==> src/rtl/sad_window_accum.sv <==
// Windowed sum-of-absolute-differences accumulator: one {sad, disp} result and a
// registered update pulse per candidate disparity, framed by startsig/done.
module sad_window_accum #(
    parameter int unsigned PIX_W    = 8,
    parameter int unsigned WIN_LEN  = 1024,
    parameter int unsigned NUM_DISP = 64,
    parameter int unsigned SAD_W    = 18,
    parameter int unsigned CNT_W    = 10
) (
    input  logic             i_clk,
    input  logic             i_rst,
    input  logic             i_start,
    input  logic             i_pix_valid,
    output logic             o_pix_ready,
    input  logic [PIX_W-1:0] i_pix_l,
    input  logic [PIX_W-1:0] i_pix_r,
    output logic             o_startsig,
    output logic             o_update,
    output logic [SAD_W-1:0] o_sad,
    output logic [7:0]       o_disp,
    output logic             o_done
);
    typedef enum logic [2:0] {StIdle, StAccum, StEmit, StPulse, StDone} state_e;

    localparam int unsigned      SumW     = SAD_W + 1;
    localparam logic [CNT_W-1:0] LastCnt  = CNT_W'(WIN_LEN - 1);
    localparam logic [7:0]       LastDisp = 8'(NUM_DISP - 1);

    state_e           r_state;
    logic [SAD_W-1:0] r_acc;
    logic [CNT_W-1:0] r_cnt;
    logic [7:0]       r_d;
    logic [SAD_W-1:0] r_sad;
    logic [7:0]       r_disp;
    logic             r_pix_ready;
    logic             r_startsig;
    logic             r_update;
    logic             r_done;

    logic [PIX_W-1:0] w_diff;
    logic [SumW-1:0]  w_sum;
    logic [SAD_W-1:0] w_acc_next;
    logic             w_beat;

    assign w_diff = (i_pix_l >= i_pix_r) ? (i_pix_l - i_pix_r) : (i_pix_r - i_pix_l);
    assign w_sum  = {1'b0, r_acc} + SumW'(w_diff);
    // The carry bit flags overflow; clamp to all-ones instead of wrapping.
    assign w_acc_next = w_sum[SAD_W] ? {SAD_W{1'b1}} : w_sum[SAD_W-1:0];
    assign w_beat     = i_pix_valid & r_pix_ready;

    always_ff @(posedge i_clk) begin
        if (i_rst) begin
            r_state     <= StIdle;
            r_acc       <= '0;
            r_cnt       <= '0;
            r_d         <= '0;
            r_sad       <= '0;
            r_disp      <= '0;
            r_pix_ready <= 1'b0;
            r_startsig  <= 1'b0;
            r_update    <= 1'b0;
            r_done      <= 1'b0;
        end else if (i_start) begin
            // Abort from any state; a beat presented alongside start is dropped.
            r_state     <= StAccum;
            r_acc       <= '0;
            r_cnt       <= '0;
            r_d         <= '0;
            r_pix_ready <= 1'b1;
            r_startsig  <= 1'b1;
            r_update    <= 1'b0;
            r_done      <= 1'b0;
        end else begin
            r_startsig <= 1'b0;
            case (r_state)
                StIdle: begin
                end
                StAccum: begin
                    if (w_beat) begin
                        if (r_cnt == LastCnt) begin
                            r_sad       <= w_acc_next;
                            r_disp      <= r_d;
                            r_pix_ready <= 1'b0;
                            r_state     <= StEmit;
                        end else begin
                            r_acc <= w_acc_next;
                            r_cnt <= r_cnt + 1'b1;
                        end
                    end
                end
                StEmit: begin
                    // sad/disp settled last edge, so update rises on clean data.
                    r_update <= 1'b1;
                    r_state  <= StPulse;
                end
                StPulse: begin
                    r_update <= 1'b0;
                    if (r_d == LastDisp) begin
                        r_done  <= 1'b1;
                        r_state <= StDone;
                    end else begin
                        r_d         <= r_d + 8'd1;
                        r_acc       <= '0;
                        r_cnt       <= '0;
                        r_pix_ready <= 1'b1;
                        r_state     <= StAccum;
                    end
                end
                StDone: begin
                end
                default: r_state <= StIdle;
            endcase
        end
    end

    assign o_pix_ready = r_pix_ready;
    assign o_startsig  = r_startsig;
    assign o_update    = r_update;
    assign o_sad       = r_sad;
    assign o_disp      = r_disp;
    assign o_done      = r_done;

endmodule

==> config.mk <==
export PLATFORM = sky130hd
export DESIGN_NAME = sad_window_accum
export DESIGN_NICKNAME = d
export VERILOG_FILES = /design/src/rtl/sad_window_accum.sv
export SDC_FILE = /design/constraint.sdc
export NUM_CORES = 1
export LEC_CHECK = 0
export CAP_MARGIN = 10
export CORE_AREA = 2 2 102 85
export CTS_BUF_LIST = sky130_fd_sc_hd__clkbuf_2 sky130_fd_sc_hd__clkbuf_4 sky130_fd_sc_hd__clkbuf_8
export DETAILED_ROUTE_END_ITERATION = 7
export DIE_AREA = 0 0 104 87
export PLACE_DENSITY_LB_ADDON = 0.2
export SLEW_MARGIN = 20
export SYNTH_ARGS = -nofsm -noshare
export SYNTH_HDL_FRONTEND = slang
export SYNTH_SLANG_ARGS = --single-unit
export TNS_END_PERCENT = 10
==> constraint.sdc <==
create_clock -name i_clk -period 7.74 [get_ports i_clk]
set_input_delay 1.548 -clock i_clk [delete_from_list [all_inputs] [get_ports i_clk]]
set_output_delay 1.548 -clock i_clk [all_outputs]
set_load 0.02 [all_outputs]
==> metrics, run 1 <==
Vias per Instance 5.75; worst skew pair latency between 0.3 and 0.4 ns; total power 827 µW; final std cells w/o fill about 680; Final Max Slew Viols 0; pin count of the biggest net entering global routing 32; Post-synth EDFFs 0; Port Buffer Count 49; Worst Skew around 0.0081 ns; Final Net Count between 600 and 700; crit path time final about 5.8 ns; Hold Path Class reg2reg; largest family of logic cells by synthesized area compound AO/OA/AOI/OAI gates; Worst Setup Start Kind primary input; Net Switching about 220 µW; die width roughly 100 µm; Post-CTS Resized 0; MaxCap Viol Count 0; Top FF cell, synth dfxtp_1; CP Data Required Time 7.98 ns; post-synthesis sequential area ratio 0.321; Filler Cells Inserted between 700 and 800; Async S/R FF share, synth 0; crit-path cells clkdlybuf4s50_1 -> ha_1 -> inv_1 -> fa_1 -> nand3_1 -> nand2_2 -> o41a_4 -> o21a_1 -> nor2_2 -> mux2i_1 -> fa_1 -> nor2b_1 -> o211a_1 -> o21ai_1 -> a21oi_1 -> buf_4 -> a211oi_1 -> a2111oi_0; Crit-path slowest cell clkdlybuf4s50_1; # setup viols final 0; Max Fclk about 170 MHz; clock share of power 0.401; Setup CP Type in2reg; CP Buf/Inv Count 3; RSZ-0062 raised after global routing false; DP Worst Slack roughly 1.6 ns; GRT Overall Usage 0.236; vias in the first global route around 3600; share of cells above drive strength 1 0.0734; post-synth top area cell dfxtp_1; Yosys top cell area share 0.321; Detail Route Antenna Nets 0; Leakage Power between 1.5 and 2 nW; FP Rows 30; CTS Hold Bufs 0; via count 3936; Worst-Margin Slew between 0.9 and 1 ns; global-route wire length before repair around 17000 µm; Boundary Pins 50; power density over the cells roughly 160 nW/µm²; setup_tns 0 ns; #FFs+latches synth 69; Initial Util 0.531; Overflow after GRT 0; initial detailed-routing violation count 260; Pre-antenna DRT Iters 5; Post-CTS Setup Inserts 0; FF-to-FF setup slack approximately 4.9 ns; syn nets between 500 and 600; post-synthesis cell type count 71; Hold Slack around 0.45 ns; Max Root-Sink Buffers 2; Simple-Gate Fraction of Synth Area 0.229; CTS buffer count 9; cell mode on critical path fa_1; root buf cell clkbuf_8; routed wire length 10400 µm; Reg clk slew, reported paths around 0.07 ns; Sw Share 0.270; worst-path maximum fanout 14; synthesized area per cell between 8 and 9 µm²; Die Y 87 µm; Compound-Gate Fraction of Synth Area 0.253; CTS tree yes; Syn Std Cell Area 4300 µm²; Final period util 0.749; Reg power frac 0.433; Synth Area in Adders 0.0867; capturing element type of the critical path register; Final Hold Fails 0; Final Cell Area 5050 µm²; multiplexer area fraction after synthesis 0.00494; overall die area around 9000 µm²; final worst slack about 2 ns; WL/cell 15.2 µm; Comb pwr share 0.166; area delta synth->final 17.4%; status finished, final reports clean; core area slightly above 8000 µm²; cells after synthesis 532; # diodes 0; clock sink count 69; CP delay by family, top compound AO/OA/AOI/OAI gates; H-tree levels 3; Rel. slew slack 0.335; max incr delay on CP between 0.4 and 0.5 ns; Final GP Congestion 0.922; Final HPWL DP approximately 7400 µm; DR DRC count 0; Placed Area roughly 4800 µm²; Internal Power around 600 µW; Final Util 0.623; CP arrival 6.03 ns; Max IR drop VDD ~0.09 mV; synth warn 0; initial antenna violation count 0; Cells after DPL ~670; largest cells by area after synthesis dfxtp_1 32%, ha_1 7.3%, a21oi_1 5.5%, nand2_1 4.7%, nor2_1 4.2%; XOR/XNOR share of the synthesized area 0.0489
==> state kept, by name (all words and copies together) (netlist names) <==
signal	cells
r_cnt	10
r_d	8
o_pix_ready	1
o_sad	18
r_state	3
o_update	1
o_startsig	1
r_acc	18
o_done	1
o_disp	8
==> power groups by stage <==
stage	sequential [mW]	combinational, mW	clock, mW
2_1_floorplan	0.367	0.0976	0
3_3_place_gp	0.366	0.130	0
3_5_place_dp	0.366	0.133	0
4_1_cts	0.358	0.135	0.336
5_1_grt	0.358	0.151	0.353
6_report	0.358	0.137	0.332
==> synthesized netlist by cell type, types with 3 or more instances <==
master / number
and3_1: 6
nor2_1: 48
buf_2: 11
nor3_1: 15
nor2b_1: 8
a21boi_0: 3
o21ai_0: 29
ha_1: 25
a21o_1: 5
fa_1: 3
nand3_1: 18
nand2_1: 54
xnor2_1: 15
and2_1: 6
xor2_1: 9
nor4b_1: 4
a2111oi_1: 3
a21oi_1: 47
nand4_1: 9
dfxtp_1: 69
o31ai_1: 5
o21a_1: 8
a211oi_1: 19
nand2b_1: 3
or3_1: 5
clkbuf_1: 13
o211ai_1: 5
inv_1: 29
nor3b_1: 3
==> worst reg2reg max path, stage by stage (launching register included) <==
cell and delay [ns]:
dfxtp_1 0.34, ha_1 0.20, inv_1 0.07, fa_1 0.40
nor2b_1 0.20, o211a_1 0.19, o21ai_1 0.13, a21oi_1 0.47
buf_4 0.29, a211oi_1 0.06, a2111oi_0 0.35
==> layout make-up <==
| cell class | instances | area, µm² | share of cell area |
|---|---|---|---|
| multi-input cells | 406 | 2680 | 0.531 |
| flip-flops and latches | 69 | 1380 | 0.274 |
| well taps | 112 | 140 | 0.0278 |
| clock buffers | 10 | 138 | 0.0273 |
| inverters | 29 | 109 | 0.0216 |
| repair buffers | 52 | 513 | 0.102 |
| clock inverters | 6 | 86.3 | 0.0171 |
==> cells by family (layout without fill, tap and decap cells) <==
| group | count (synthesis) | count (layout) |
|---|---|---|
| AOI/OAI and AO/OA | 156 | 156 |
| xor gates and xnor gates | 24 | 24 |
| adders and majority gates | 28 | 28 |
| buffers and inverters | 57 | 97 |
| DFF | 69 | 69 |
| muxes | 2 | 2 |
| and+or+nand+nor | 196 | 196 |
==> layer usage <==
layer / part of all wire / track usage / up-vias
li1: - / - / 1977
met1: 0.49 / 0.316 / 1843
met2: 0.45 / 0.385 / 101
met3: 0.051 / 0.0501 / 15
met4: 0.013 / 0.0737 / 0
met5: 0 / 0 / -
==> worst paths after layout <==
check | end | start | cells past startpoint
hold reg to reg | o_disp[2] | o_disp[2] | 2
setup reg to reg | r_acc[8] | r_acc[0] | 10
setup / recovery | r_acc[8] | i_pix_r[0] | 18
hold / removal | o_disp[2] | o_disp[2] | 2
==> layout by cell type (no fill, tap or decap), types with 3 or more instances in the layout <==
master            n
a2111oi_1         3
a211oi_1         19
a21boi_0          3
a21o_1            5
a21oi_1          47
and2_1            6
and3_1            6
buf_4             3
clkbuf_8         10
clkdlybuf4s50_1  49
dfxtp_1          69
fa_1              3
ha_1             25
inv_1            29
nand2_1          54
nand2b_1          3
nand3_1          18
nand4_1           9
nor2_1           48
nor2b_1           8
nor3_1           14
nor3b_1           3
nor4b_1           4
o211ai_1          5
o21a_1            8
o21ai_0          29
o31ai_1           5
or3_1             5
xnor2_1          15
xor2_1            9
Power figures use the tool's default switching activity.
==> inputs of run 2 (changes only) <==
clock period = 5.65 ns   (was 7.74 ns; I/O delays follow)
==> run 2 against run 1 <==
Effect of this change: wire length down 1.6%; sequential share of layout area down 0.054 points; count of clock-buffer cells in the layout unchanged.
==> metrics, run 2 (synthesis results as in run 1) <==
GRT Overall Usage 0.231 (-0.00446); worst skew pair latency 0.34 ns (about the same); Overflow after GRT 0 (unchanged); crit path time final 5.25 ns; initial detailed-routing violation count 224 (-14%); commonest non-fill, non-tap cell in the layout dfxtp_1; DP Worst Slack 0.0627 ns (-1.54 ns); capturing element type of the critical path register; Worst-Margin Slew 1.02 ns (+0.0200 ns); area delta synth->final 17.6%; Final Hold Fails 0 (unchanged); FP Rows 30 (unchanged); clock sink count 69 (unchanged); worst-path maximum fanout 8 (-6); CP Data Required Time 5.89 ns (-2.09 ns); Rel. slew slack 0.321 (-0.0133); CP arrival 5.49 ns (-0.54 ns); Max Fclk approximately 190 MHz; H-tree levels 3 (unchanged); routed wire length 10200 µm (-1.6%); core area 8110 µm² (unchanged); Post-CTS Setup Inserts 0 (unchanged); Reg clk slew, reported paths 0.08 ns (about the same); clock share of power 0.372 (-0.029); global-route wire length before repair 17200 µm (-0.47%); setup_tns 0 ns (unchanged); Final Net Count 619 (+0.65%); Setup CP Type in2reg; Hold Path Class reg2reg; overall die area 9050 µm² (unchanged); Final period util 0.930; Filler Cells Inserted 735 (-3.5%); WL/cell 14.9 µm (-2.1%); CTS buffer count 9 (unchanged); vias in the first global route 3575 (-1.1%); share of cells above drive strength 1 0.0816 (+0.00817); Reg power frac 0.454 (+0.021); die width 104 µm (unchanged); Worst Setup Start Kind primary input; final worst slack 0.395 ns (-1.55 ns); Net Switching 297 µW (+33%); MaxCap Viol Count 0 (unchanged); status finished, final reports clean; Max IR drop VDD 0.134 mV (+47%); power density over the cells 214 nW/µm² (+30%); initial antenna violation count 0 (unchanged); Vias per Instance 5.67 (-1.5%); Comb pwr share 0.174 (+0.008); Sw Share 0.275 (+0.00503); Max Root-Sink Buffers 2 (unchanged); Final Max Slew Viols 0 (unchanged); total power 1.08 mW (+31%); # diodes 0 (unchanged); via count 3898 (-0.97%); root buf cell clkbuf_8; Detail Route Antenna Nets 0 (unchanged); CTS tree yes; Leakage Power 1.81 nW (+0.62%); # setup viols final 0 (unchanged); Die Y 87 µm (unchanged); Boundary Pins 50 (unchanged); Internal Power 784 µW (+30%); Worst Skew 0.00759 ns (-0.000522 ns); most frequent cells in the layout 69 x dfxtp_1, 54 x nand2_1, 49 x clkdlybuf4s50_1, 48 x nor2_1, 46 x a21oi_1; DR DRC count 0 (unchanged); Hold Slack 0.448 ns (-0.00249 ns); RSZ-0062 raised after global routing false; Initial Util 0.531 (unchanged); pin count of the biggest net entering global routing 32 (unchanged); Final GP Congestion 0.959 (+4.0%); Port Buffer Count 49 (unchanged); Pre-antenna DRT Iters 5 (unchanged); Final HPWL DP 7220 µm (-2.2%)
run 2: cell count changes in the layout (fill, tap and decap cells not counted), sizes merged:
| cell | change |
|---|---|
| buf | +4 |
| bufinv | -1 |
| clkinv | +2 |
| clkinvlp | -1 |
run 2: worst max-delay path, stage by stage:
cell             delay (ns)
clkdlybuf4s50_1        0.49
ha_1                   0.17
inv_1                  0.06
fa_1                   0.40
nand3_1                0.12
nand2_2                0.07
o41a_4                 0.47
o21a_1                 0.29
nor4b_1                0.35
a2111oi_1              0.10
ha_1                   0.37
o211ai_1               0.10
o21ai_1                0.26
a221o_1                0.37
and4_1                 0.31
nor3_1                 0.06
a2111oi_1              0.37
run 2: timing repair:
action | CTS | global route
hold buffers | 0 | 0
setup endpoints to repair | 0 | 1
resized for setup | 0 | 1
run 2: layout make-up:
| type | count | area [µm²] | share of cell area |
|---|---|---|---|
| multi-input combinational | 406 | 2690 | 0.531 |
| sequential | 69 | 1380 | 0.273 |
| timing repair buffer | 56 | 543 | 0.107 |
| tap | 112 | 140 | 0.0277 |
| clock buffer | 10 | 138 | 0.0272 |
| inverter | 29 | 109 | 0.0215 |
| clock inverter | 6 | 62.6 | 0.0124 |
run 2: final timing paths:
check        depth (start not counted)        end  slack (ns)       start
min reg2reg                          2  o_disp[5]        0.45   o_disp[5]
min                                  2  o_disp[5]        0.45   o_disp[5]
max                                 17  o_sad[17]        0.40  i_pix_r[0]
max reg2reg                         10  o_sad[17]        2.98    r_acc[0]
run 2: power by group through the flow:
stage | Sequential, mW | Clock [mW] | Combinational (mW)
global route | 0.491 | 0.435 | 0.207
CTS | 0.490 | 0.413 | 0.185
finish | 0.491 | 0.402 | 0.188
global placement | 0.502 | 0 | 0.181
detailed placement | 0.502 | 0 | 0.184
floorplan | 0.503 | 0 | 0.134
run 2: routing by layer:
layer  global-route usage  wire length (µm)
met5                    0                 0
met1                0.334              5300
met3               0.0486               478
met2                0.355              4390
met4               0.0541                80
run 2: through the flow:
| stage | instance area, µm² | cells | util |
|---|---|---|---|
| global placement | 4850 | 672 | 0.599 |
| floorplan | 4300 | 532 | - |
| detailed placement | 4850 | 672 | 0.599 |
| finish | 5060 | 688 | 0.624 |
| global route | 5060 | 688 | 0.624 |
| CTS | 5050 | 688 | 0.623 |
==> inputs of run 3 (changes only) <==
ABC_AREA = 1   (was default)
CORE_AREA = 2 2 104 86   (was 2 2 102 85)
DIE_AREA = 0 0 106 88   (was 0 0 104 87)
==> run 3 against run 2 <==
Effect of this change: wire length up 3.6%; clock power fell by 1%; first-iteration DRC count grew 13%; die area rose by 3.1%; count of clock-buffer cells in the layout is 1 higher; utilization fell by 0.069 points; area after synthesis is 4.1% higher; final cell count increased by 21%; combinational power grew 6%; critical path type unchanged; largest cell class unchanged.
==> metrics, run 3 <==
GRT Overall Usage 0.242 (+0.0107); root buf cell clkbuf_8; # setup viols final 0 (unchanged); Final Max Slew Viols 0 (unchanged); max incr delay on CP 0.48 ns (about the same); Final Net Count 764 (+23%); CP Buf/Inv Count 4 (+2); most common cell in the netlist nand2_1; power density over the cells 210 nW/µm² (-1.7%); routed wire length 10600 µm (+3.6%); capturing element type of the critical path register; Die Y 88 µm (+1.1%); Post-CTS Resized 0 (unchanged); # diodes 0 (unchanged); FP Rows 30 (unchanged); share of cells above drive strength 1 0.0749 (-0.00670); Final Cell Area 5170 µm² (+2.2%); Pre-antenna DRT Iters 4 (-1); setup_tns 0 ns (unchanged); core area 8300 µm² (+2.3%); Vias per Instance 5.14 (-9.2%); Final HPWL DP 7800 µm (+8.1%); Detail Route Antenna Nets 0 (unchanged); largest cells by area after synthesis dfxtp_1 31%, nand2_1 13%, inv_1 8.9%, ha_1 7.0%, a21oi_1 6.6%; Synth top cells by count 154 x nand2_1, 106 x inv_1, 69 x dfxtp_1, 66 x nor2_1, 59 x a21oi_1; Worst-Margin Slew 0.829 ns (-0.189 ns); Syn Std Cell Area 4480 µm² (+4.1%); synthesized area per cell 6.65 µm² (-18%); Initial Util 0.540 (+0.00911); Boundary Pins 50 (unchanged); Worst Setup Start Kind primary input; Final period util 0.827 (-0.103); Port Buffer Count 49 (unchanged); Async S/R FF share, synth 0 (unchanged); most frequent cells in the layout 154 x nand2_1, 106 x inv_1, 69 x dfxtp_1, 66 x nor2_1, 59 x a21oi_1; clock sink count 69 (unchanged); WL/cell 12.7 µm (-14%); worst skew pair latency 0.36 ns (+0.02 ns); post-synth top area cell dfxtp_1; Setup CP Type in2reg; register area 1380 µm² (unchanged); via count 4285 (+9.9%); commonest non-fill, non-tap cell in the layout nand2_1; Placed Area 4980 µm² (+2.5%); Worst Skew 0.0106 ns (+0.00301 ns); Reg clk slew, reported paths 0.08 ns (about the same); H-tree levels 3 (unchanged); MaxCap Viol Count 0 (unchanged); Filler Cells Inserted 783 (+6.5%); Final Hold Fails 0 (unchanged); crit path time final 4.67 ns (-0.583 ns); global-route wire length before repair 18200 µm (+5.4%); status finished, final reports clean; CTS buffer count 9 (unchanged); vias in the first global route 4048 (+13%); post-synthesis cell type count 44 (-38%); worst-path maximum fanout 17 (+9); Yosys top cell area share 0.309 (-0.0126); CP Data Required Time 5.91 ns (+0.02 ns); area of the multi-input gates 2540 µm² (-5.5%); CP arrival 4.94 ns (-0.55 ns); Max Root-Sink Buffers 2 (unchanged); initial antenna violation count 0 (unchanged); Max IR drop VDD 0.195 mV (+45%); Final GP Congestion 0.969 (+1.1%); Max Fclk 214 MHz (+12%); Rel. slew slack 0.446 (+0.124); cell mode on critical path nand2_1; Leakage Power 2.42 nW (+33%); initial detailed-routing violation count 252 (+13%); pin count of the biggest net entering global routing 36 (+13%); area delta synth->final 15.5%; syn nets 721 (+24%); DR DRC count 0 (unchanged); CP delay by family, top simple AND/OR/NAND/NOR gates; die width 106 µm (+1.9%); #FFs+latches synth 69 (unchanged); CTS tree yes; Post-CTS Setup Inserts 0 (unchanged); crit-path cells clkdlybuf4s50_1 -> inv_1 -> ha_1 -> nand2_1 -> nor3_1 -> o21ai_0 -> nand3_1 -> inv_1 -> nand2_1 -> nand2_1 -> nor2_1 -> nor2_1 -> ha_1 -> nand2_1 -> nor2_1 -> nand2_1 -> nand3_2 -> nand2_1 -> nand2_2 -> nand2_4 -> nand3_1 -> o21ai_1 -> inv_1; overall die area 9330 µm² (+3.1%); Hold Path Class reg2reg; cells after synthesis 673 (+27%); post-synthesis sequential area ratio 0.309 (-0.0126); synth warn 0 (unchanged); Crit-path slowest cell clkdlybuf4s50_1; CTS Hold Bufs 0 (unchanged); Overflow after GRT 0 (unchanged); Top FF cell, synth dfxtp_1; Post-synth EDFFs 0 (unchanged); RSZ-0062 raised after global routing false
-- run 3: cell types whose count changed in the layout (fill, tap and decap cells not counted), sizes merged, moves of 12 or more --
cell and delta:
a211oi -18, inv +84, nand2 +116, nand3 +24
nor2 +22, o21ai +12, xnor2 -14
-- run 3: final timing paths --
path         startpoint  slack, ns  endpoint  cells after the start
max          i_pix_l[5]       0.98  o_sad[8]                     23
max reg2reg    r_cnt[0]       3.23  o_sad[2]                      8
min              o_done       0.47    o_done                      2
min reg2reg      o_done       0.47    o_done                      2
-- run 3: stage by stage --
| step | total power, mW | setup slack [ns] | utilization | instances | hold slack [ns] |
|---|---|---|---|---|---|
| finish | 1.09 | 0.978 | 0.623 | 833 | 0.470 |
| global route | 1.14 | 0.654 | 0.623 | 833 | 0.493 |
| CTS | 1.09 | 1.06 | 0.623 | 833 | 0.470 |
| detailed placement | 0.699 | 0.698 | 0.600 | 817 | 0.458 |
| global placement | 0.695 | 0.796 | 0.600 | 817 | 0.447 |
| floorplan | 0.650 | 1.78 | - | 673 | 0.448 |
-- run 3: where the power goes --
| group | switching [mW] | internal (mW) |
|---|---|---|
| registers | 0.00189 | 0.489 |
| clock network | 0.208 | 0.188 |
| logic | 0.126 | 0.0737 |
-- run 3: layout make-up --
| cell class | count | area share |
|---|---|---|
| clock inverters | 5 | 0.00799 |
| clock buffers | 11 | 0.0293 |
| well taps | 112 | 0.0271 |
| repair buffers | 49 | 0.0949 |
| multi-input cells | 474 | 0.491 |
| inverters | 113 | 0.0828 |
| flip-flops and latches | 69 | 0.267 |
-- run 3: cells by family (layout without fill, tap and decap cells) --
kind of cell / Yosys count / in the layout / share of synthesized area
AOI/OAI and AO/OA: 114 / 114 / 0.134
DFF: 69 / 69 / 0.309
and+or+nand+nor: 319 / 319 / 0.324
buffers and inverters: 130 / 178 / 0.125
adders and majority gates: 28 / 28 / 0.0833
xor gates and xnor gates: 13 / 13 / 0.0254
-- run 3: worst min-delay path: stages (launching register included) --
cell	delay, ns
dfxtp_1	0.32
inv_1	0.05
a21oi_1	0.05
-- run 3: routing by layer --
| metal | share of wire | vias up | global-route usage |
|---|---|---|---|
| li1 | - | 2225 | - |
| met1 | 0.47 | 1928 | 0.307 |
| met2 | 0.46 | 118 | 0.414 |
| met3 | 0.054 | 14 | 0.0521 |
| met4 | 0.012 | 0 | 0.0825 |
| met5 | 0 | - | 0 |
